### src/rtl/ucode_pkg.sv
// Shared encodings for the micro-sequencer: next-address control, branch
// condition select, sequencer state, and the branch-condition evaluator.
package ucode_pkg;

  typedef enum logic [2:0] {
    SEQ_NEXT     = 3'd0,
    SEQ_JUMP     = 3'd1,
    SEQ_COND     = 3'd2,
    SEQ_DISPATCH = 3'd3,
    SEQ_FETCH    = 3'd4,
    SEQ_CALL     = 3'd5,
    SEQ_RET      = 3'd6,
    SEQ_HALT     = 3'd7
  } seq_ctl_e;

  typedef enum logic [2:0] {
    COND_Z      = 3'd0,
    COND_NZ     = 3'd1,
    COND_C_NZ   = 3'd2,
    COND_C      = 3'd3,
    COND_NC     = 3'd4,
    COND_NC_OR_Z = 3'd5,
    COND_ALWAYS = 3'd6,
    COND_NEVER  = 3'd7
  } cond_sel_e;

  typedef enum logic [1:0] {
    ST_IDLE = 2'd0,
    ST_RUN  = 2'd1,
    ST_HALT = 2'd2
  } state_e;

  // Opcode decoder reports HLT or an illegal opcode with this entry address.
  localparam logic [15:0] ENTRY_ILLEGAL = 16'h0000;

  // True when the selected branch condition holds for the given flags.
  function automatic logic cond_eval(input logic [2:0] sel, input logic z, input logic c);
    logic res;
    case (cond_sel_e'(sel))
      COND_Z:       res = z;
      COND_NZ:      res = !z;
      COND_C_NZ:    res = c && !z;
      COND_C:       res = c;
      COND_NC:      res = !c;
      COND_NC_OR_Z: res = !c || z;
      COND_ALWAYS:  res = 1'b1;
      default:      res = 1'b0;
    endcase
    return res;
  endfunction

endpackage

### src/rtl/ustack.sv
// Micro-return stack: LIFO of return addresses. Overflow/underflow is
// detected by the caller through full/empty; requests that would overflow
// or underflow are simply ignored here.
module ustack #(
  parameter int DEPTH = 4,
  parameter int W     = 16
) (
  input  logic         clk,
  input  logic         rst,
  input  logic         clr,
  input  logic         push,
  input  logic         pop,
  input  logic [W-1:0] push_data,
  output logic [W-1:0] top,
  output logic         full,
  output logic         empty
);

  localparam int PW = $clog2(DEPTH + 1);
  localparam int IW = (DEPTH > 1) ? $clog2(DEPTH) : 1;

  logic [W-1:0]  mem_q [DEPTH];
  logic [PW-1:0] cnt_q, cnt_d;
  logic [IW-1:0] wr_idx, top_idx;

  assign full    = (cnt_q == PW'(DEPTH));
  assign empty   = (cnt_q == '0);
  assign wr_idx  = IW'(cnt_q);
  assign top_idx = IW'(cnt_q - PW'(1));
  assign top     = empty ? '0 : mem_q[top_idx];

  // Occupancy update; clear wins over push/pop.
  always_comb begin
    cnt_d = cnt_q;
    if (clr)                cnt_d = '0;
    else if (push && !full) cnt_d = cnt_q + PW'(1);
    else if (pop && !empty) cnt_d = cnt_q - PW'(1);
  end

  // Occupancy register.
  always_ff @(posedge clk) begin
    if (rst) cnt_q <= '0;
    else     cnt_q <= cnt_d;
  end

  // Entry storage; contents beyond the occupancy count are don't-care.
  always_ff @(posedge clk) begin
    if (!rst && !clr && push && !full) mem_q[wr_idx] <= push_data;
  end

endmodule

### src/rtl/micro_sequencer.sv
// Microprogram sequencer: computes the next control-memory address from the
// current microword's next-address field, manages the return stack and the
// IDLE/RUN/HALT lifecycle.
//
//   state   | meaning
//   --------+---------------------------------------------------------
//   ST_IDLE | out of reset, upc parked at FETCH_ADDR, waiting for start
//   ST_RUN  | executing microwords, one next-address decision per cycle
//   ST_HALT | stopped by HLT/illegal, seq_ctl 7 or stack error; upc held
module micro_sequencer
  import ucode_pkg::*;
#(
  parameter logic [15:0] FETCH_ADDR  = 16'h0010,
  parameter int          STACK_DEPTH = 4
) (
  input  logic        clk,
  input  logic        rst,
  input  logic        start,
  input  logic        stall,
  input  logic [15:0] cu_entry,
  input  logic [2:0]  seq_ctl,
  input  logic [2:0]  cond_sel,
  input  logic [15:0] seq_target,
  input  logic        flag_z,
  input  logic        flag_c,
  output logic [15:0] upc,
  output logic        running,
  output logic        halted,
  output logic        instr_done,
  output logic        ucode_err
);

  state_e      state_q, state_d;
  logic [15:0] upc_q, upc_d, upc_inc;
  logic        running_q, halted_q, instr_done_q, instr_done_d;
  logic        ucode_err_q, ucode_err_d;
  logic        stk_push, stk_pop, stk_clr, stk_full, stk_empty;
  logic [15:0] stk_top;

  assign upc_inc = upc_q + 16'd1;

  ustack #(.DEPTH(STACK_DEPTH), .W(16)) u_stack (
    .clk       (clk),
    .rst       (rst),
    .clr       (stk_clr),
    .push      (stk_push),
    .pop       (stk_pop),
    .push_data (upc_inc),
    .top       (stk_top),
    .full      (stk_full),
    .empty     (stk_empty)
  );

  // Next-address selection and lifecycle transitions.
  always_comb begin
    state_d      = state_q;
    upc_d        = upc_q;
    instr_done_d = 1'b0;
    ucode_err_d  = ucode_err_q;
    stk_push     = 1'b0;
    stk_pop      = 1'b0;
    stk_clr      = 1'b0;
    case (state_q)
      ST_IDLE, ST_HALT: begin
        if (start) begin
          state_d     = ST_RUN;
          upc_d       = FETCH_ADDR;
          ucode_err_d = 1'b0;
          stk_clr     = 1'b1;
        end
      end
      ST_RUN: begin
        if (!stall) begin
          case (seq_ctl_e'(seq_ctl))
            SEQ_NEXT: upc_d = upc_inc;
            SEQ_JUMP: upc_d = seq_target;
            SEQ_COND: upc_d = cond_eval(cond_sel, flag_z, flag_c) ? seq_target : upc_inc;
            SEQ_DISPATCH: begin
              if (cu_entry == ENTRY_ILLEGAL) state_d = ST_HALT;
              else                           upc_d   = cu_entry;
            end
            SEQ_FETCH: begin
              upc_d        = FETCH_ADDR;
              instr_done_d = 1'b1;
            end
            SEQ_CALL: begin
              if (stk_full) begin
                ucode_err_d = 1'b1;
                state_d     = ST_HALT;
              end else begin
                stk_push = 1'b1;
                upc_d    = seq_target;
              end
            end
            SEQ_RET: begin
              if (stk_empty) begin
                ucode_err_d = 1'b1;
                state_d     = ST_HALT;
              end else begin
                stk_pop = 1'b1;
                upc_d   = stk_top;
              end
            end
            default: state_d = ST_HALT;
          endcase
        end
      end
      default: state_d = ST_IDLE;
    endcase
  end

  // State and registered outputs.
  always_ff @(posedge clk) begin
    if (rst) begin
      state_q      <= ST_IDLE;
      upc_q        <= FETCH_ADDR;
      running_q    <= 1'b0;
      halted_q     <= 1'b0;
      instr_done_q <= 1'b0;
      ucode_err_q  <= 1'b0;
    end else begin
      state_q      <= state_d;
      upc_q        <= upc_d;
      running_q    <= (state_d == ST_RUN);
      halted_q     <= (state_d == ST_HALT);
      instr_done_q <= instr_done_d;
      ucode_err_q  <= ucode_err_d;
    end
  end

  assign upc        = upc_q;
  assign running    = running_q;
  assign halted     = halted_q;
  assign instr_done = instr_done_q;
  assign ucode_err  = ucode_err_q;

endmodule

### config.mk
export PLATFORM = sky130hd
export DESIGN_NAME = micro_sequencer
export DESIGN_NICKNAME = d
export VERILOG_FILES = /design/src/rtl/ucode_pkg.sv /design/src/rtl/ustack.sv /design/src/rtl/micro_sequencer.sv
export SDC_FILE = /design/constraint.sdc
export NUM_CORES = 1
export LEC_CHECK = 0
export CAP_MARGIN = 0
export CORE_MARGIN = 5
export CORE_UTILIZATION = 49
export CTS_BUF_LIST = sky130_fd_sc_hd__clkbuf_16
export CTS_CLUSTER_SIZE = 20
export DETAILED_ROUTE_END_ITERATION = 12
export PLACE_DENSITY = 0.73
export SLEW_MARGIN = 15
export SYNTH_ARGS = -nofsm -noshare
export SYNTH_HDL_FRONTEND = slang
export SYNTH_HIERARCHICAL = 1
export SYNTH_SLANG_ARGS = --single-unit
### constraint.sdc
create_clock -name clk -period 4.99 [get_ports clk]
set_input_delay 0.998 -clock clk [delete_from_list [all_inputs] [get_ports clk]]
set_output_delay 0.998 -clock clk [all_outputs]
set_load 0.02 [all_outputs]
==> flow_summary_export.csv <==
group,metric,value,unit
power_and_ir_drop,pwr-share-comb,10.8,%
cells_and_area,seq_area,2422,sq um
clocking,clock-root-buffer,"clkbuf_16",
cells_and_area,num_antenna_cells,0,
placement,dp_hpwl,9145,um
synth,netlist_area,4831,sq um
synth,synth_largest_area_cell,"edfxtp_1",
clocking,cts.sinks,89,
setup_path,crit_path_max_fanout,21,
power_and_ir_drop,power_density,288.2,nW/um^2
power_and_ir_drop,swShare,24.62,%
die,initial_utilization,49.88,%
detailed_routing,finalWirelength,12850,um
setup_path,crit_type,"in2reg",
global_route,grt_overflow,0,
cells_and_area,nets,518,
setup_path,startpoint_type,"input pin",
clocking,postCtsSetupRepairBufs,0,
synth,yosysSeqAreaShare,50.14,%
die,core,9684,sq um
timing,fin_skew,13.73,ps
global_route,grt_usage,21.97,%
synth,ys_seq_elements,89,
clocking,clockBufferDepth,2,
timing,post-route-period-util,76.21,%
setup_path,crit_arrival,4090,ps
synth,syn_inst,411,
global_route,grt_max_degree,25,
synth,synth_cell_types,67,
die,dieHeight,109.3,um
power_and_ir_drop,power_frac_clock,42.0,%
detailed_routing,routedWlPerCell,21.20,um
power_and_ir_drop,switchingPower,0.0004154,W
setup_path,endpoint_kind,"flip-flop",
cells_and_area,drive_gt1_share,10.78,%
synth,syn_avg_cell_area,11.75,sq um
detailed_routing,dr.pass1.iters,5,
synth,synth.most_common_cell,"edfxtp_1",
clocking,ctsResizeCount,0,
die,row_count,36,
synth,netlist.area_leader.share,39.78,%
clocking,tritoncts,"built",
timing,grt_setup_unrepaired,"no",
global_route,grt_pass1_vias,3466,
timing,maxSlewViolCount,0,
placement,io_buffers,63,
placement,post-place-ws,948.1,ps
timing,worst_slew_pin_slew,1078,ps
global_route,antenna_found_initial,0,
status,outcome,"completed",
clocking,hold_buffers,0,
detailed_routing,ant_nets,0,
cells_and_area,multi_input_area,2213,sq um
clocking,clk_latency,340,ps
timing,hold_viol,0,
synth,synth.top_cells.by_count,"edfxtp_1 (64), o21ai_0 (31), nand2_1 (28)",
timing,slew_headroom,27.88,%
power_and_ir_drop,peakVddDrop,0.0001691,V
detailed_routing,dr.first_iter.drc_count,310,
synth,yosys_warnings,6,
synth,ys.flop_type,"edfxtp_1",
clocking,htree_levels,3,
die,dieArea,11940,sq um
die,fp.dieW,109.3,um
timing,fin_crit,3803,ps
cells_and_area,area_growth,21.16,%
flow_run,max_cap_violations,0,
power_and_ir_drop,sequentialPowerShare,47.3,%
placement,gp_congestion,0.9156,
power_and_ir_drop,p_leak,2.073,nW
clocking,cts_buffers,9,
min_path,hold_class,"reg2reg",
detailed_routing,drc_errors,0,
power_and_ir_drop,finalPower,0.001687,W
synth,synth_edf_count,64,
detailed_routing,vias_per_cell,6.104,
placement,place_area,5542,sq um
synth,async_reset_ff_share,0,%
setup_path,worstPathRequired,5280,ps
global_route,grt_pass1_wl,19490,um
die,ios,64,
detailed_routing,dr_total_vias,3699,
cells_and_area,utilization,60.44,%
min_path,worst_hold_path.num_cells,2,
timing,setup_ws,1187,ps
timing,clock.fmax,262.9,MHz
synth,syn-num-nets,461,
power_and_ir_drop,p_int,0.001272,W
cells_and_area,fill_cells,787,
synth,ys_top_cells_by_area,"edfxtp_1 (40%), dfxtp_1 (10%), mux4_1 (4.4%)",
clocking,path_clk_slew,80,ps
cells_and_area,final_cell_area,5853,sq um
timing,setup_viol,0,
timing,setup_tns,0,ps
setup_path,r2r_cells,7,
==> kinds of logic after synthesis <==
family,Yosys count,synth area share [%]
flip-flops,89,50.14
adder cells (fa/ha/maj),6,1.554
AO/OA/AOI/OAI,119,17.48
AND/OR/NAND/NOR,124,15.57
multiplexers,18,8.495
buffers and inverters,40,4.040
XOR/XNOR,15,2.719
==> layout make-up <==
type | count | area share (%)
clock buffer | 9 | 3.848
tap | 133 | 2.843
clock inverter | 7 | 1.475
timing repair buffer | 69 | 11.54
multi-input combinational | 282 | 37.82
sequential | 89 | 41.39
inverter | 17 | 1.090
==> power groups by stage <==
stage	logic [W]	clock network (W)	registers, W
6_report	0.000182	0.000708	0.000798
5_1_grt	0.000193	0.000744	0.000798
4_1_cts	0.000178	0.000713	0.000797
3_5_place_dp	0.000177	0	0.000814
3_3_place_gp	0.000174	0	0.000814
2_1_floorplan	0.0000982	0	0.000817
==> per-stage QoR <==
| stage | hold slack, ps | cells |
|---|---|---|
| 6_report | 487.9 | 606 |
| 4_1_cts | 488.3 | 606 |
| 3_5_place_dp | 479.0 | 590 |
| 3_3_place_gp | 467.4 | 590 |
| 2_1_floorplan | 549.8 | 411 |
| 5_1_grt | 522.3 | 606 |
==> sequential cells by signal (all words and copies together) (netlist names) <==
signal,cells
upc,16
running,1
halted,1
instr_done,1
state_q,2
ucode_err,1
u_stack/cnt_q,3
u_stack/mem_q,64
==> cells in the final DEF, fill, tap and decap left out, types with 9 or more instances in the layout <==
cell,count
a21o_1,10
a21oi_1,20
and2_1,10
clkbuf_16,9
clkdlybuf4s50_1,63
dfxtp_1,25
edfxtp_1,64
inv_1,17
nand2_1,28
nor2_1,16
nor2b_1,12
o21ai_0,31
xnor2_1,10
==> routing by layer <==
layer  global-route usage, %  vias to the layer above  wire (um)
met5                       0                        -          0
met4                   8.281                        0        387
met3                   4.991                       25       1028
met2                   36.45                      201       6365
met1                   28.24                     1778       5066
li1                        -                     1695          -
==> final timing paths <==
check                                      start                  end  slack (ps)
worst max-delay path                  seq_ctl[1]               upc[8]        1190
worst min-delay path                     upc[14]              upc[14]         490
worst max register to register  u_stack/cnt_q[0]  u_stack/mem_q[3][1]        1560
worst min register to register           upc[14]              upc[14]         490
==> critical path, cell delays in order <==
cell,delay [ps]
clkdlybuf4s50_1,860
nand2b_1,550
nor2_1,980
o2bb2ai_1,220
nor4b_1,310
a221o_1,160
No activity file was read; power rests on OpenSTA's default activity.
==> edit: new RTL, same settings <==
Make the reset (`rst`) asynchronous in 2 clocked blocks.
--- a/src/rtl/ustack.sv
+++ b/src/rtl/ustack.sv
@@ -38,7 +38,7 @@
   end
 
   // Occupancy register.
-  always_ff @(posedge clk) begin
+  always_ff @(posedge clk or posedge rst) begin
     if (rst) cnt_q <= '0;
     else     cnt_q <= cnt_d;
   end
--- a/src/rtl/micro_sequencer.sv
+++ b/src/rtl/micro_sequencer.sv
@@ -110,7 +110,7 @@
   end
 
   // State and registered outputs.
-  always_ff @(posedge clk) begin
+  always_ff @(posedge clk or posedge rst) begin
     if (rst) begin
       state_q      <= ST_IDLE;
       upc_q        <= FETCH_ADDR;
Behaviour: differs if rst is asserted again (counterexample within 4 cycles, from zero or initial values and one cycle with rst high); with rst held inactive, the same outputs for 4 cycles.
==> edit against the unedited design <==
Clock skew increased by 0.0014 ns; hold slack improved by 0.023 ns; wire length increased by 6.2%; setup slack improved by 0.20 ns; final area increased by 2.7%; synthesized area increased by 2.8%; sequential cell count unchanged; register-to-register slack got worse by 0.11 ns; largest cell class unchanged; highest routed layer unchanged.
Power is not compared: it rests on default switching activity, and its combinational part moved more than twofold at a synthesized area within 25%.
==> edit: results (changes against the unedited design) <==
| Metric | Value |
|---|---|
| Reg2reg setup slack | `1.45 ns (-0.11 ns)` |
| First-pass DRT Iterations | `7 (+2)` |
| PortBufs | `63 (unchanged)` |
| Layout cells sized above 1 | `12.22% (+1.4 points)` |
| Share of flip-flops with an asynchronous set or reset | `28.09% (+28 points)` |
| Mapped Nets | `478 (+3.7%)` |
| Outcome | `completed` |
| DP HPWL | `9.908 mm (+8.3%)` |
| Compound-gate portion of the synthesized area | `16.54% (-0.94 points)` |
| Critical Path Fanout Max | `18 (-14%)` |
| Yosys warns | `6 (unchanged)` |
| Fill count | `794 (+0.89%)` |
| Total GRT Usage | `21.98% (about the same)` |
| CTS max path bufs | `2 (unchanged)` |
| CP max-delay cell | `clkdlybuf4s50_1` |
| Post-Synth Adder-Cell Area | `1.511% (-0.043 points)` |
| Root buffer cell | `clkbuf_16` |
| Number of synthesized flops with an enable pin | `64 (unchanged)` |
| Max_slew headroom | `27.20% (-0.67 points)` |
| Hold slack | `0.5105 ns (+0.02261 ns)` |
| Largest net degree at the start of global routing | `24 (-4.0%)` |
| XOR/XNOR share of the synthesized area | `2.972% (+0.25 points)` |
| First-pass GRT wire length | `20.84 mm (+7.0%)` |
| Max reg flops | `64 (unchanged)` |
| Top cells by area, synth | `edfxtp_1 39%, dfrtp_1 12%, mux4_1 4.2%` |
| Final wirelength | `13.64 mm (+6.2%)` |
| Leak Pwr | `0.002195 uW` |
| Setup Buffers After CTS | `0 (unchanged)` |
| Number of global-route vias before repair | `3687 (+6.4%)` |
| # diodes | `0 (unchanged)` |
| Cell variety after synth | `62 (-7.5%)` |
| Sequential share of the synthesized area | `51.30% (+1.2 points)` |
| Hold Crit Start | `ucode_err` |
| Multiplexer area fraction after synthesis | `8.537% (+0.042 points)` |
| Resized cells post-CTS | `0 (unchanged)` |
| Final Max Slew Viols | `0 (unchanged)` |
| Post-synth top cells | `64 x edfxtp_1, 38 x nor2_1, 27 x o21ai_0` |
| H-Tree Depth | `3 (unchanged)` |
| Worst r2r src | `u_stack/cnt_q[0]` |
| CP top delay family | `simple AND/OR/NAND/NOR gates` |
| Clk pin slew, worst setup/hold paths | `0.08 ns (about the same)` |
| Largest register by flop count | `u_stack/mem_q` |
| Skew final | `0.01512 ns (+0.001397 ns)` |
| Arr. time, crit path | `3.84 ns (-0.25 ns)` |
| HP Class | `register to register` |
| Nets | `536 (+3.5%)` |
| DRT iter0 DRCs | `395 (+27%)` |
| CP max stage delay | `0.85 ns (-0.13 ns)` |
| Worst Setup SP | `seq_ctl[1]` |
| Placer Congestion | `0.9151 (about the same)` |
| Initial antenna violation count | `0 (unchanged)` |
| Via-to-Cell Ratio | `6.107 (about the same)` |
[edit: through the flow]
stage	worst slack [ns]	std cells	area [um^2]	utilization, %
after global routing	1.096	624	6008	61.19
final	1.384	624	6008	61.19
after detailed placement	1.161	608	5688	57.93
after CTS	1.459	624	6008	61.19
after global placement	1.250	608	5688	57.93
after floorplan	1.608	428	4969	-
[edit: cells by family after synthesis]
| logic type | after synthesis |
|---|---|
| mux | 19 |
| compound gates | 123 |
| xor+xnor | 16 |
| simple gates | 133 |
| buf+inv | 42 |
| fa+ha+maj | 6 |
| flops | 89 |
[edit: cell type report]
| cell class | count | area (um^2) | share of cell area [%] |
|---|---|---|---|
| well taps | 133 | 166.4 | 2.770 |
| clock inverters | 7 | 95.09 | 1.583 |
| flip-flops and latches | 89 | 2549 | 42.42 |
| repair buffers | 71 | 690.7 | 11.50 |
| inverters | 18 | 67.56 | 1.125 |
| clock buffers | 9 | 225.2 | 3.748 |
| multi-input cells | 297 | 2215 | 36.86 |
[edit: layer usage]
layer,routed length (um),GRT usage (%),up-vias
met1,5535,28.53,1843
li1,-,-,1738
met2,6602,35.72,193
met3,988,4.803,37
met5,0,0,-
met4,512,9.195,0
[edit: path summary, 6_finish.rpt]
kind / to / cells after the start
max: upc[0] / 6
min: ucode_err / 2
max reg2reg: upc[9] / 11
min reg2reg: ucode_err / 2
max in group asynchronous: upc[12] / 2
min in group asynchronous: u_stack/cnt_q[2] / 2
[edit: worst min-delay path: stages (launching register included)]
cell     delay [ns]
dfrtp_1        0.36
a31oi_1        0.04
nor2_1         0.07
[edit: power by group]
group	switching [uW]	internal, uW	total [uW]
registers	109	942	1050
clock network	316	404	720
logic	554	403	957
